$ cat src/rtl/cc_uart_pkg.sv
// Shared types and constants for the uart_tx scheduler slice.
// UART_SCHED_HDR_EN adds the HDR state used for per-packet source headers.
package cc_uart_pkg;

    localparam logic [3:0] HDR_TAG        = 4'hA;
    localparam int         UART_DATA_BITS = 8;

    typedef enum logic [2:0] {
        S_IDLE,
        S_ARB,
        S_LOAD,
        S_WAIT_BUSY,
        S_WAIT_DONE
`ifdef UART_SCHED_HDR_EN
        , S_HDR
`endif
    } sched_state_e;

    function automatic logic [UART_DATA_BITS-1:0] hdr_byte(input logic [2:0] id);
        return {HDR_TAG, 1'b0, id};
    endfunction

endpackage

$ cat src/rtl/uart_tx_sched_if.sv
// Requester byte streams plus the uart_tx start/busy handshake.
// master = scheduler side, slave = requesters and transmitter side.
interface uart_tx_sched_if
    import cc_uart_pkg::*;
#(
    parameter int NUM_REQ = 4
);
    logic [NUM_REQ-1:0]                req_valid;
    logic [UART_DATA_BITS*NUM_REQ-1:0] req_data;
    logic [NUM_REQ-1:0]                req_last;
    logic [NUM_REQ-1:0]                req_ready;
    logic                              tx_start;
    logic [UART_DATA_BITS-1:0]         tx_data;
    logic                              tx_busy;

    modport master (
        input  req_valid, req_data, req_last, tx_busy,
        output req_ready, tx_start, tx_data
    );

    modport slave (
        output req_valid, req_data, req_last, tx_busy,
        input  req_ready, tx_start, tx_data
    );
endinterface

$ cat src/rtl/rr_arbiter.sv
// Combinational round-robin pick: first set request after i_rr_ptr, wrapping.
module rr_arbiter
    import cc_uart_pkg::*;
#(
    parameter int  NUM_REQ = 4,
    localparam int ID_W    = $clog2(NUM_REQ)
) (
    input  logic [NUM_REQ-1:0] i_req,
    input  logic [ID_W-1:0]    i_rr_ptr,
    output logic [NUM_REQ-1:0] o_grant,
    output logic               o_found
);
    always_comb begin
        o_grant = '0;
        o_found = 1'b0;
        // k is the distance past the pointer, so the pointer itself is searched last
        for (int k = 1; k <= NUM_REQ; k++) begin
            for (int j = 0; j < NUM_REQ; j++) begin
                if (!o_found && i_req[j] && (j == ((int'(i_rr_ptr) + k) % NUM_REQ))) begin
                    o_grant[j] = 1'b1;
                    o_found    = 1'b1;
                end
            end
        end
    end
endmodule

$ cat src/rtl/uart_tx_sched.sv
// Packet-level round-robin scheduler sharing one uart_tx; IDLE->ARB->[HDR]->LOAD->WAIT_BUSY->WAIT_DONE.
// Build option UART_SCHED_HDR_EN sends a {A,0,id} header byte ahead of every packet.
module uart_tx_sched
    import cc_uart_pkg::*;
#(
    parameter int  NUM_REQ     = 4,
    parameter int  MAX_PKT_LEN = 16,
    parameter int  CNT_W       = 16,
    localparam int ID_W        = $clog2(NUM_REQ)
) (
    input  logic             clk,
    input  logic             rst_n,
    uart_tx_sched_if.master  bus,
    output logic [ID_W-1:0]  grant_id,
    output logic             pkt_active,
    output logic [CNT_W-1:0] pkt_count
);
    localparam int BC_W = $clog2(MAX_PKT_LEN + 1);

    sched_state_e              r_state, w_state_nxt;
    logic [ID_W-1:0]           r_rr_ptr, w_rr_ptr_nxt;
    logic [ID_W-1:0]           r_grant_id, w_grant_id_nxt;
    logic                      r_pkt_active, w_pkt_active_nxt;
    logic [CNT_W-1:0]          r_pkt_count, w_pkt_count_nxt;
    logic [BC_W-1:0]           r_byte_cnt, w_byte_cnt_nxt;
    logic                      r_last, w_last_nxt;
    logic [NUM_REQ-1:0]        r_req_ready, w_req_ready_nxt;
    logic                      r_tx_start, w_tx_start_nxt;
    logic [UART_DATA_BITS-1:0] r_tx_data, w_tx_data_nxt;
`ifdef UART_SCHED_HDR_EN
    logic                      r_is_hdr, w_is_hdr_nxt;
`endif

    logic [NUM_REQ-1:0]        w_grant;
    logic                      w_found;
    logic [ID_W-1:0]           w_win_id;
    logic [NUM_REQ-1:0]        w_gnt_sel;
    logic [UART_DATA_BITS-1:0] w_gnt_data;
    logic                      w_gnt_last;
    logic                      w_gnt_valid;

    rr_arbiter #(.NUM_REQ(NUM_REQ)) u_arb (
        .i_req    (bus.req_valid),
        .i_rr_ptr (r_rr_ptr),
        .o_grant  (w_grant),
        .o_found  (w_found)
    );

    always_comb begin
        w_gnt_sel  = '0;
        w_gnt_data = '0;
        w_gnt_last = 1'b0;
        w_win_id   = '0;
        for (int i = 0; i < NUM_REQ; i++) begin
            if (r_grant_id == ID_W'(i)) begin
                w_gnt_sel[i] = 1'b1;
                w_gnt_data   = bus.req_data[UART_DATA_BITS*i +: UART_DATA_BITS];
                w_gnt_last   = bus.req_last[i];
            end
            if (w_grant[i]) w_win_id = ID_W'(i);
        end
    end

    assign w_gnt_valid = |(bus.req_valid & w_gnt_sel);

    always_comb begin
        w_state_nxt      = r_state;
        w_rr_ptr_nxt     = r_rr_ptr;
        w_grant_id_nxt   = r_grant_id;
        w_pkt_active_nxt = r_pkt_active;
        w_pkt_count_nxt  = r_pkt_count;
        w_byte_cnt_nxt   = r_byte_cnt;
        w_last_nxt       = r_last;
        w_req_ready_nxt  = '0;
        w_tx_start_nxt   = 1'b0;
        w_tx_data_nxt    = r_tx_data;
`ifdef UART_SCHED_HDR_EN
        w_is_hdr_nxt     = r_is_hdr;
`endif
        case (r_state)
            S_IDLE: begin
                w_pkt_active_nxt = 1'b0;
                if (|bus.req_valid) w_state_nxt = S_ARB;
            end
            S_ARB: begin
                if (w_found) begin
                    w_grant_id_nxt   = w_win_id;
                    w_pkt_active_nxt = 1'b1;
                    w_byte_cnt_nxt   = '0;
`ifdef UART_SCHED_HDR_EN
                    w_state_nxt      = S_HDR;
`else
                    w_state_nxt      = S_LOAD;
`endif
                end else begin
                    w_state_nxt = S_IDLE;
                end
            end
`ifdef UART_SCHED_HDR_EN
            S_HDR: begin
                if (!bus.tx_busy) begin
                    w_tx_data_nxt  = hdr_byte(3'(r_grant_id));
                    w_tx_start_nxt = 1'b1;
                    w_is_hdr_nxt   = 1'b1;
                    w_state_nxt    = S_WAIT_BUSY;
                end
            end
`endif
            S_LOAD: begin
                if (w_gnt_valid && !bus.tx_busy) begin
                    w_tx_data_nxt   = w_gnt_data;
                    w_tx_start_nxt  = 1'b1;
                    w_req_ready_nxt = w_gnt_sel;
                    w_last_nxt      = w_gnt_last;
                    w_byte_cnt_nxt  = r_byte_cnt + BC_W'(1);
                    w_state_nxt     = S_WAIT_BUSY;
                end
            end
            S_WAIT_BUSY: begin
                if (bus.tx_busy) w_state_nxt = S_WAIT_DONE;
            end
            S_WAIT_DONE: begin
                if (!bus.tx_busy) begin
`ifdef UART_SCHED_HDR_EN
                    w_is_hdr_nxt = 1'b0;
                    if (r_is_hdr) w_state_nxt = S_LOAD;
                    else
`endif
                    // a forced release leaves the rest of the packet queued for a fresh arbitration
                    if (r_last || (r_byte_cnt == BC_W'(MAX_PKT_LEN))) begin
                        w_rr_ptr_nxt     = r_grant_id;
                        w_pkt_count_nxt  = r_pkt_count + CNT_W'(1);
                        w_pkt_active_nxt = 1'b0;
                        w_state_nxt      = S_IDLE;
                    end else begin
                        w_state_nxt = S_LOAD;
                    end
                end
            end
            default: w_state_nxt = S_IDLE;
        endcase
    end

    always_ff @(posedge clk) begin
        if (!rst_n) begin
            r_state      <= S_IDLE;
            r_rr_ptr     <= ID_W'(NUM_REQ - 1);
            r_grant_id   <= '0;
            r_pkt_active <= 1'b0;
            r_pkt_count  <= '0;
            r_byte_cnt   <= '0;
            r_last       <= 1'b0;
            r_req_ready  <= '0;
            r_tx_start   <= 1'b0;
            r_tx_data    <= '0;
`ifdef UART_SCHED_HDR_EN
            r_is_hdr     <= 1'b0;
`endif
        end else begin
            r_state      <= w_state_nxt;
            r_rr_ptr     <= w_rr_ptr_nxt;
            r_grant_id   <= w_grant_id_nxt;
            r_pkt_active <= w_pkt_active_nxt;
            r_pkt_count  <= w_pkt_count_nxt;
            r_byte_cnt   <= w_byte_cnt_nxt;
            r_last       <= w_last_nxt;
            r_req_ready  <= w_req_ready_nxt;
            r_tx_start   <= w_tx_start_nxt;
            r_tx_data    <= w_tx_data_nxt;
`ifdef UART_SCHED_HDR_EN
            r_is_hdr     <= w_is_hdr_nxt;
`endif
        end
    end

    assign bus.req_ready = r_req_ready;
    assign bus.tx_start  = r_tx_start;
    assign bus.tx_data   = r_tx_data;
    assign grant_id      = r_grant_id;
    assign pkt_active    = r_pkt_active;
    assign pkt_count     = r_pkt_count;

endmodule

$ cat src/flat_wrapper.sv
// flat-port wrapper written by rule: the top's interface ports become plain ports
module uart_tx_sched_flat import cc_uart_pkg::*;
#(
    parameter int  NUM_REQ     = 4,
    parameter int  MAX_PKT_LEN = 16,
    parameter int  CNT_W       = 16,
    localparam int ID_W        = $clog2(NUM_REQ)
)
  (clk, rst_n, grant_id, pkt_active, pkt_count, bus_req_valid, bus_req_data, bus_req_last, bus_tx_busy, bus_req_ready, bus_tx_start, bus_tx_data);
  uart_tx_sched_if #(.NUM_REQ(NUM_REQ)) bus_i ();
  input  logic clk;
  input  logic rst_n;
  output logic [ID_W-1:0] grant_id;
  output logic pkt_active;
  output logic [CNT_W-1:0] pkt_count;
  input wire logic [$bits(bus_i.req_valid)-1:0] bus_req_valid;
  input wire logic [$bits(bus_i.req_data)-1:0] bus_req_data;
  input wire logic [$bits(bus_i.req_last)-1:0] bus_req_last;
  input wire logic [$bits(bus_i.tx_busy)-1:0] bus_tx_busy;
  output wire logic [$bits(bus_i.req_ready)-1:0] bus_req_ready;
  output wire logic [$bits(bus_i.tx_start)-1:0] bus_tx_start;
  output wire logic [$bits(bus_i.tx_data)-1:0] bus_tx_data;
  assign bus_i.req_valid = bus_req_valid;
  assign bus_i.req_data = bus_req_data;
  assign bus_i.req_last = bus_req_last;
  assign bus_i.tx_busy = bus_tx_busy;
  assign bus_req_ready = bus_i.req_ready;
  assign bus_tx_start = bus_i.tx_start;
  assign bus_tx_data = bus_i.tx_data;
  uart_tx_sched #(.NUM_REQ(NUM_REQ), .MAX_PKT_LEN(MAX_PKT_LEN), .CNT_W(CNT_W)) u_core (.clk(clk), .rst_n(rst_n), .bus(bus_i), .grant_id(grant_id), .pkt_active(pkt_active), .pkt_count(pkt_count));
endmodule
$ cat config.mk
export PLATFORM = sky130hd
export DESIGN_NAME = uart_tx_sched_flat
export DESIGN_NICKNAME = d
export VERILOG_FILES = /design/src/rtl/cc_uart_pkg.sv /design/src/rtl/uart_tx_sched_if.sv /design/src/rtl/rr_arbiter.sv /design/src/rtl/uart_tx_sched.sv /design/src/flat_wrapper.sv
export SDC_FILE = /design/constraint.sdc
export NUM_CORES = 1
export LEC_CHECK = 0
export CAP_MARGIN = 20
export CORE_MARGIN = 2
export CORE_UTILIZATION = 25
export DETAILED_ROUTE_END_ITERATION = 7
export GPL_TIMING_DRIVEN = 0
export PLACE_DENSITY = 0.54
export SLEW_MARGIN = 20
export SYNTH_ARGS = -nofsm -noshare
export SYNTH_HDL_FRONTEND = slang
export SYNTH_HIERARCHICAL = 1
export SYNTH_SLANG_ARGS = --single-unit
$ cat constraint.sdc
create_clock -name clk -period 4.2 [get_ports clk]
set_input_delay 0.42 -clock clk [delete_from_list [all_inputs] [get_ports clk]]
set_output_delay 0.42 -clock clk [all_outputs]
set_load 0.005 [all_outputs]
======== Yosys cells after proc, flatten, opt, wreduce, memory -nomap -nowiden ========
Index checks and enable logic that the tools add are counted.
operators by class
  $add $sub $neg .......................... 6
  eq/ne operators ......................... 26
  muxes and demuxes ....................... 58
  bitwise gates (word level) .............. 6
  reductions and logical operators ........ 71
operator list
  cell                                                                      count
  32-bit zero test                                                          4
  1-bit two-way mux                                                         41
  1-bit logical AND                                                         32
  8-bit two-way mux                                                         4
  3-bit == test (first input constant)                                      8
  16-bit by 1-bit adder with 16-bit output (second input constant)          1
  1-bit zero test                                                           16
  3-bit one-hot mux with 5 select lines                                     1
  2-bit by 3-bit == test with 1-bit output (first input constant)           4
  3-bit two-way mux                                                         4
  5-bit two-way mux                                                         2
  5-bit one-hot mux with 2 select lines                                     1
  3-bit AND reduction                                                       3
  2-bit two-way mux                                                         4
  4-bit AND reduction                                                       2
  2-bit OR reduction                                                        4
  4-bit OR reduction                                                        2
  3-bit by 2-bit == test with 1-bit output (second input constant)          2
  2-bit by 1-bit inequality test with 1-bit output (second input constant)  3
  2-bit inequality test (second input constant)                             3
  2-bit AND reduction                                                       3
  5-bit by 1-bit adder with 5-bit output (second input constant)            1
  5-bit == test (second input constant)                                     1
  2-bit by 1-bit adder with 2-bit output (second input constant)            2
  other kinds (14)                                                          19
word-level totals
  flip-flop bits (word level) ............. 43
  bits of input ports ..................... 43
  output and inout port bits .............. 32
  logic and storage cells ................. 177

======== Logic depth before layout (Yosys ltp) ========
  depth in word-level cells ............... 68
  gate-level depth with buffers ........... 7
  depth with buffers taken out ............ 6

======== Cells and area by module ========
The synthesis kept the hierarchy.
by module, submodules not included
  module         times used  cells each  area each (sq um)  sequential area each (sq um)
  uart_tx_sched  1           241         2,180.8            860.8
  rr_arbiter     1           19          106.4              0.0

======== Worst setup path before layout ========
OpenSTA, ideal clock, no wires.
  path kind ............................... input-to-reg
  start ................................... input bus_tx_busy
  end ..................................... register u_core.r_pkt_count[10] (netlist: u_core/pkt_count[10])
  library setup time ...................... 0.070 ns
  arrival ................................. 1.580 ns
  required time ........................... 4.130 ns
  path slack .............................. 2.549 ns
  stages on the path ...................... 6
  cell sequence ........................... inv_1 -> clkbuf_1 -> o2111ai_1 -> buf_2 -> or3_1 -> a21oi_1
between the ends
  cells in the longest elaborated chain, start to end .. 2
ends and longest elaborated chain
  item                           line                  text
  from (decl)                    flat_wrapper.sv:19    input wire logic [$bits(bus_i.tx_busy)-1:0] bus_tx_busy;
  1-bit NOT (no line)            -
  3-bit AND reduction (no line)  -
  to (signal assigned)           uart_tx_sched.sv:164  r_pkt_count <= w_pkt_count_nxt;
  to (decl)                      uart_tx_sched.sv:24   logic [CNT_W-1:0] r_pkt_count, w_pkt_count_nxt;
Every way passes these cells.
A chain may end at the register's enable or synchronous reset.

======== Worst setup path after layout ========
Same ends and word-level chain as after synthesis.

==> impl_results.html <==
<table>
<tr><th>Metric</th><th>Value</th></tr>
<tr><th colspan="2">Power</th></tr>
<tr><td>Reported leakage power</td><td>1.12 nW</td></tr>
<tr><td>Maximum resistive drop on vdd</td><td>0.141 mV</td></tr>
<tr><td>Power density of the placed cells</td><td>337 nW/um^2</td></tr>
<tr><th colspan="2">Layout</th></tr>
<tr><td>Final Instance Count excl. Fillers</td><td>448</td></tr>
<tr><td>Number of diodes added for antenna fixing</td><td>0</td></tr>
<tr><td>Layout-stage area growth over the synthesis result</td><td>44.4%</td></tr>
<tr><td>Final nets</td><td>385</td></tr>
<tr><td>Filler Cells Inserted</td><td>925</td></tr>
<tr><td>Design Area, Final</td><td>3280 sq um</td></tr>
<tr><td>Proportion of layout cells with a drive suffix above 1</td><td>10.3%</td></tr>
<tr><th colspan="2">Floorplan</th></tr>
<tr><td>Top-level port count</td><td>75</td></tr>
<tr><td>Die height</td><td>99.3 microns</td></tr>
<tr><td># rows</td><td>34</td></tr>
<tr><td>Horizontal die dimension</td><td>99.3 microns</td></tr>
<tr><td>Area of the core</td><td>8760 sq um</td></tr>
<tr><td>Die Outline Area</td><td>9860 sq um</td></tr>
<tr><td>Initial core utilization</td><td>25.9%</td></tr>
<tr><th colspan="2">Timing</th></tr>
<tr><td>Fin worst setup slack</td><td>1.94 ns</td></tr>
<tr><td>Pin slew with the least headroom to its limit</td><td>0.684 ns</td></tr>
<tr><td>Worst clock skew</td><td>0.00993 ns</td></tr>
<tr><td>Final period utilization</td><td>53.8%</td></tr>
<tr><td>Pins Over Slew Limit</td><td>0</td></tr>
<tr><td>Final critical path time including I/O delays and setup</td><td>2.26 ns</td></tr>
<tr><td>Final hold violations</td><td>0</td></tr>
<tr><td>RSZ-0062 raised after global routing</td><td>no</td></tr>
<tr><td>Max-slew headroom at the worst pin</td><td>54.3%</td></tr>
<tr><td>Setup tns final</td><td>0 ns</td></tr>
<tr><td>Maximum operating frequency</td><td>443 MHz</td></tr>
<tr><td>Final setup violation count</td><td>0</td></tr>
<tr><th colspan="2">Outcome</th></tr>
<tr><td>Result of the run</td><td>finished, final reports clean</td></tr>
<tr><th colspan="2">Critical path</th></tr>
<tr><td>Worst reg2reg startpoint</td><td>u_core/r_byte_cnt[0]</td></tr>
<tr><td>Endpoint type of the worst setup path</td><td>flip-flop</td></tr>
<tr><td>Worst setup path class</td><td>input pin to flip-flop</td></tr>
<tr><td>CP Data Arrival Time</td><td>2.48 ns</td></tr>
<tr><td>Data required, critical path</td><td>4.42 ns</td></tr>
<tr><td>Sum of buffers and inverters on the critical path</td><td>4</td></tr>
<tr><td>CP Launch Type</td><td>input pin</td></tr>
<tr><td>Worst-path maximum fanout</td><td>10</td></tr>
<tr><td>Cell family with the largest share of critical-path delay</td><td>buffers and inverters</td></tr>
<tr><td>Cell-by-cell listing of the critical path</td><td>clkdlybuf4s50_1, inv_1, clkbuf_1, o2111ai_1, buf_2, or3_1, a21oi_1</td></tr>
<tr><td>Crit path largest cell delay</td><td>0.47 ns</td></tr>
<tr><td>Cell with the largest stage delay on the worst path</td><td>sky130_fd_sc_hd__clkdlybuf4s50_1</td></tr>
<tr><td>Worst Setup SP</td><td>bus_tx_busy</td></tr>
<tr><th colspan="2">Global route</th></tr>
<tr><td>Gr ovfl total</td><td>0</td></tr>
<tr><td>Number of global-route vias before repair</td><td>2159</td></tr>
<tr><td>First-pass GRT wire length</td><td>10800 microns</td></tr>
<tr><td>Number of antenna violations at the first check in global routing</td><td>0</td></tr>
<tr><td>Maximum number of pins on one net before global-route repair</td><td>14</td></tr>
<tr><td>Total global routing track utilization</td><td>13.5%</td></tr>
<tr><th colspan="2">Clock tree</th></tr>
<tr><td>Max clock buf depth</td><td>2</td></tr>
<tr><td>CTS H-tree depth</td><td>2</td></tr>
<tr><td>Clock sink count</td><td>43</td></tr>
<tr><td>TritonCTS clock tree</td><td>yes</td></tr>
<tr><td>Clock buffers created by TritonCTS</td><td>5</td></tr>
<tr><td>Clock latency at the later pin of the worst-skew pair</td><td>0.29 ns</td></tr>
<tr><td>Post-CTS Hold Buffers</td><td>0</td></tr>
<tr><td>Clock tree root driver cell</td><td>sky130_fd_sc_hd__clkbuf_8</td></tr>
<tr><td>Clock-pin slew reported for the worst setup and hold paths after clock tree synthesis</td><td>0.08 ns</td></tr>
<tr><td>Post-cts resize count</td><td>0</td></tr>
<tr><td>Post-CTS setup buffers</td><td>0</td></tr>
<tr><th colspan="2">Placement</th></tr>
<tr><td>Last weighted congestion value of the routability-driven placer</td><td>0.760</td></tr>
<tr><td>Number of port buffers</td><td>74</td></tr>
<tr><td>Post-detail-place hpwl</td><td>5010 microns</td></tr>
<tr><td>Instance area at placement</td><td>3150 sq um</td></tr>
<tr><td>Pre-CTS setup slack</td><td>1.65 ns</td></tr>
<tr><td>Placed Instances</td><td>440</td></tr>
<tr><th colspan="2">Detailed routing</th></tr>
<tr><td>Routed wire per std cell</td><td>14.4 microns</td></tr>
<tr><td>Drt first pass iters</td><td>5</td></tr>
<tr><td>Post-route ant nets</td><td>0</td></tr>
<tr><td>Total detailed-routing wirelength</td><td>6450 microns</td></tr>
<tr><td>DRC viols</td><td>0</td></tr>
<tr><td>Ratio of routed vias to standard cells</td><td>5.04</td></tr>
<tr><td>Number of vias in the routed layout</td><td>2256</td></tr>
<tr><td>Number of violations reported at the end of detailed-routing iteration 0</td><td>74</td></tr>
<tr><th colspan="2">Synth</th></tr>
<tr><td>Synthesized netlist net count</td><td>304</td></tr>
<tr><td>Synthesized area divided by synthesized cell count</td><td>8.80 sq um</td></tr>
<tr><td>Synthesized instance count</td><td>258</td></tr>
<tr><td>Number of warnings issued by yosys</td><td>6</td></tr>
<tr><td>Cell area after technology mapping</td><td>2270 sq um</td></tr>
<tr><th colspan="2">Flow run</th></tr>
<tr><td>Max-cap violations</td><td>0</td></tr>
<tr><th colspan="2">Worst hold path</th></tr>
<tr><td>Hold_sp</td><td>u_core/bus.tx_data[4]</td></tr>
<tr><td>Worst hold path class</td><td>flip-flop to flip-flop</td></tr>
</table>
[stage by stage]
stage	hold WS, ns	power, mW	utilization, %
final	0.480	1.11	37.4
after global routing	0.494	1.17	37.4
after CTS	0.484	1.12	37.4
after detailed placement	0.469	0.740	35.9
after global placement	0.461	0.737	35.9
after floorplan	0.466	0.627	-
[layout make-up]
cell class | count | area, sq um | area share, %
plain buffers | 18 | 93.8 | 2.86
clock buffers | 6 | 72.6 | 2.21
clock inverters | 2 | 60.1 | 1.83
inverters | 11 | 41.3 | 1.26
multi-input cells | 186 | 1270 | 38.9
flip-flops and latches | 43 | 861 | 26.2
well taps | 108 | 135 | 4.12
repair buffers | 74 | 741 | 22.6
[registers in the layout, indices dropped and copies added, names as in the netlist]
name                  flops
u_core/r_state            3
u_core/grant_id           2
u_core/r_rr_ptr           2
u_core/pkt_count         16
u_core/bus.tx_data        8
u_core/bus.tx_start       1
u_core/r_byte_cnt         5
u_core/bus.req_ready      4
u_core/pkt_active         1
u_core/r_last             1
[where the power goes]
group	internal (mW)	switching, mW
logic	0.153	0.137
clock network	0.238	0.142
registers	0.425	0.0125
[metal layers]
| layer | part of all wire, % | up-vias | global-route usage [%] |
|---|---|---|---|
| met4 | 0.82 | 0 | 3.37 |
| met1 | 44 | 1061 | 16.8 |
| met2 | 48 | 72 | 23.1 |
| li1 | - | 1119 | - |
| met3 | 7.2 | 4 | 3.65 |
| met5 | 0 | - | 0 |
[placed cells by master, fill, tap and decap left out, drive strengths merged, types with 11 or more instances in the layout]
cell,count
clkdlybuf4s50,74
nand2,23
nor2,13
a21oi,19
inv,11
dfxtp,43
nand3,16
clkbuf,14
o21ai,29
[worst register-to-register path, stage by stage (launching register included)]
cell and delay [ns]:
sky130_fd_sc_hd__dfxtp_1 0.41, sky130_fd_sc_hd__inv_1 0.07, sky130_fd_sc_hd__ha_1 0.19, sky130_fd_sc_hd__and4bb_2 0.27, sky130_fd_sc_hd__o2111ai_1 0.39, sky130_fd_sc_hd__clkbuf_1 0.37
sky130_fd_sc_hd__or3_1 0.17, sky130_fd_sc_hd__a21oi_1 0.06
[worst paths after layout]
check        slack, ns                     to  cells past startpoint
max reg2reg       2.16    u_core/pkt_count[9]                      7
max               1.94   u_core/pkt_count[10]                      7
min reg2reg       0.48  u_core/bus.tx_data[4]                      2
min               0.48  u_core/bus.tx_data[4]                      2
Power figures use the tool's default switching activity.
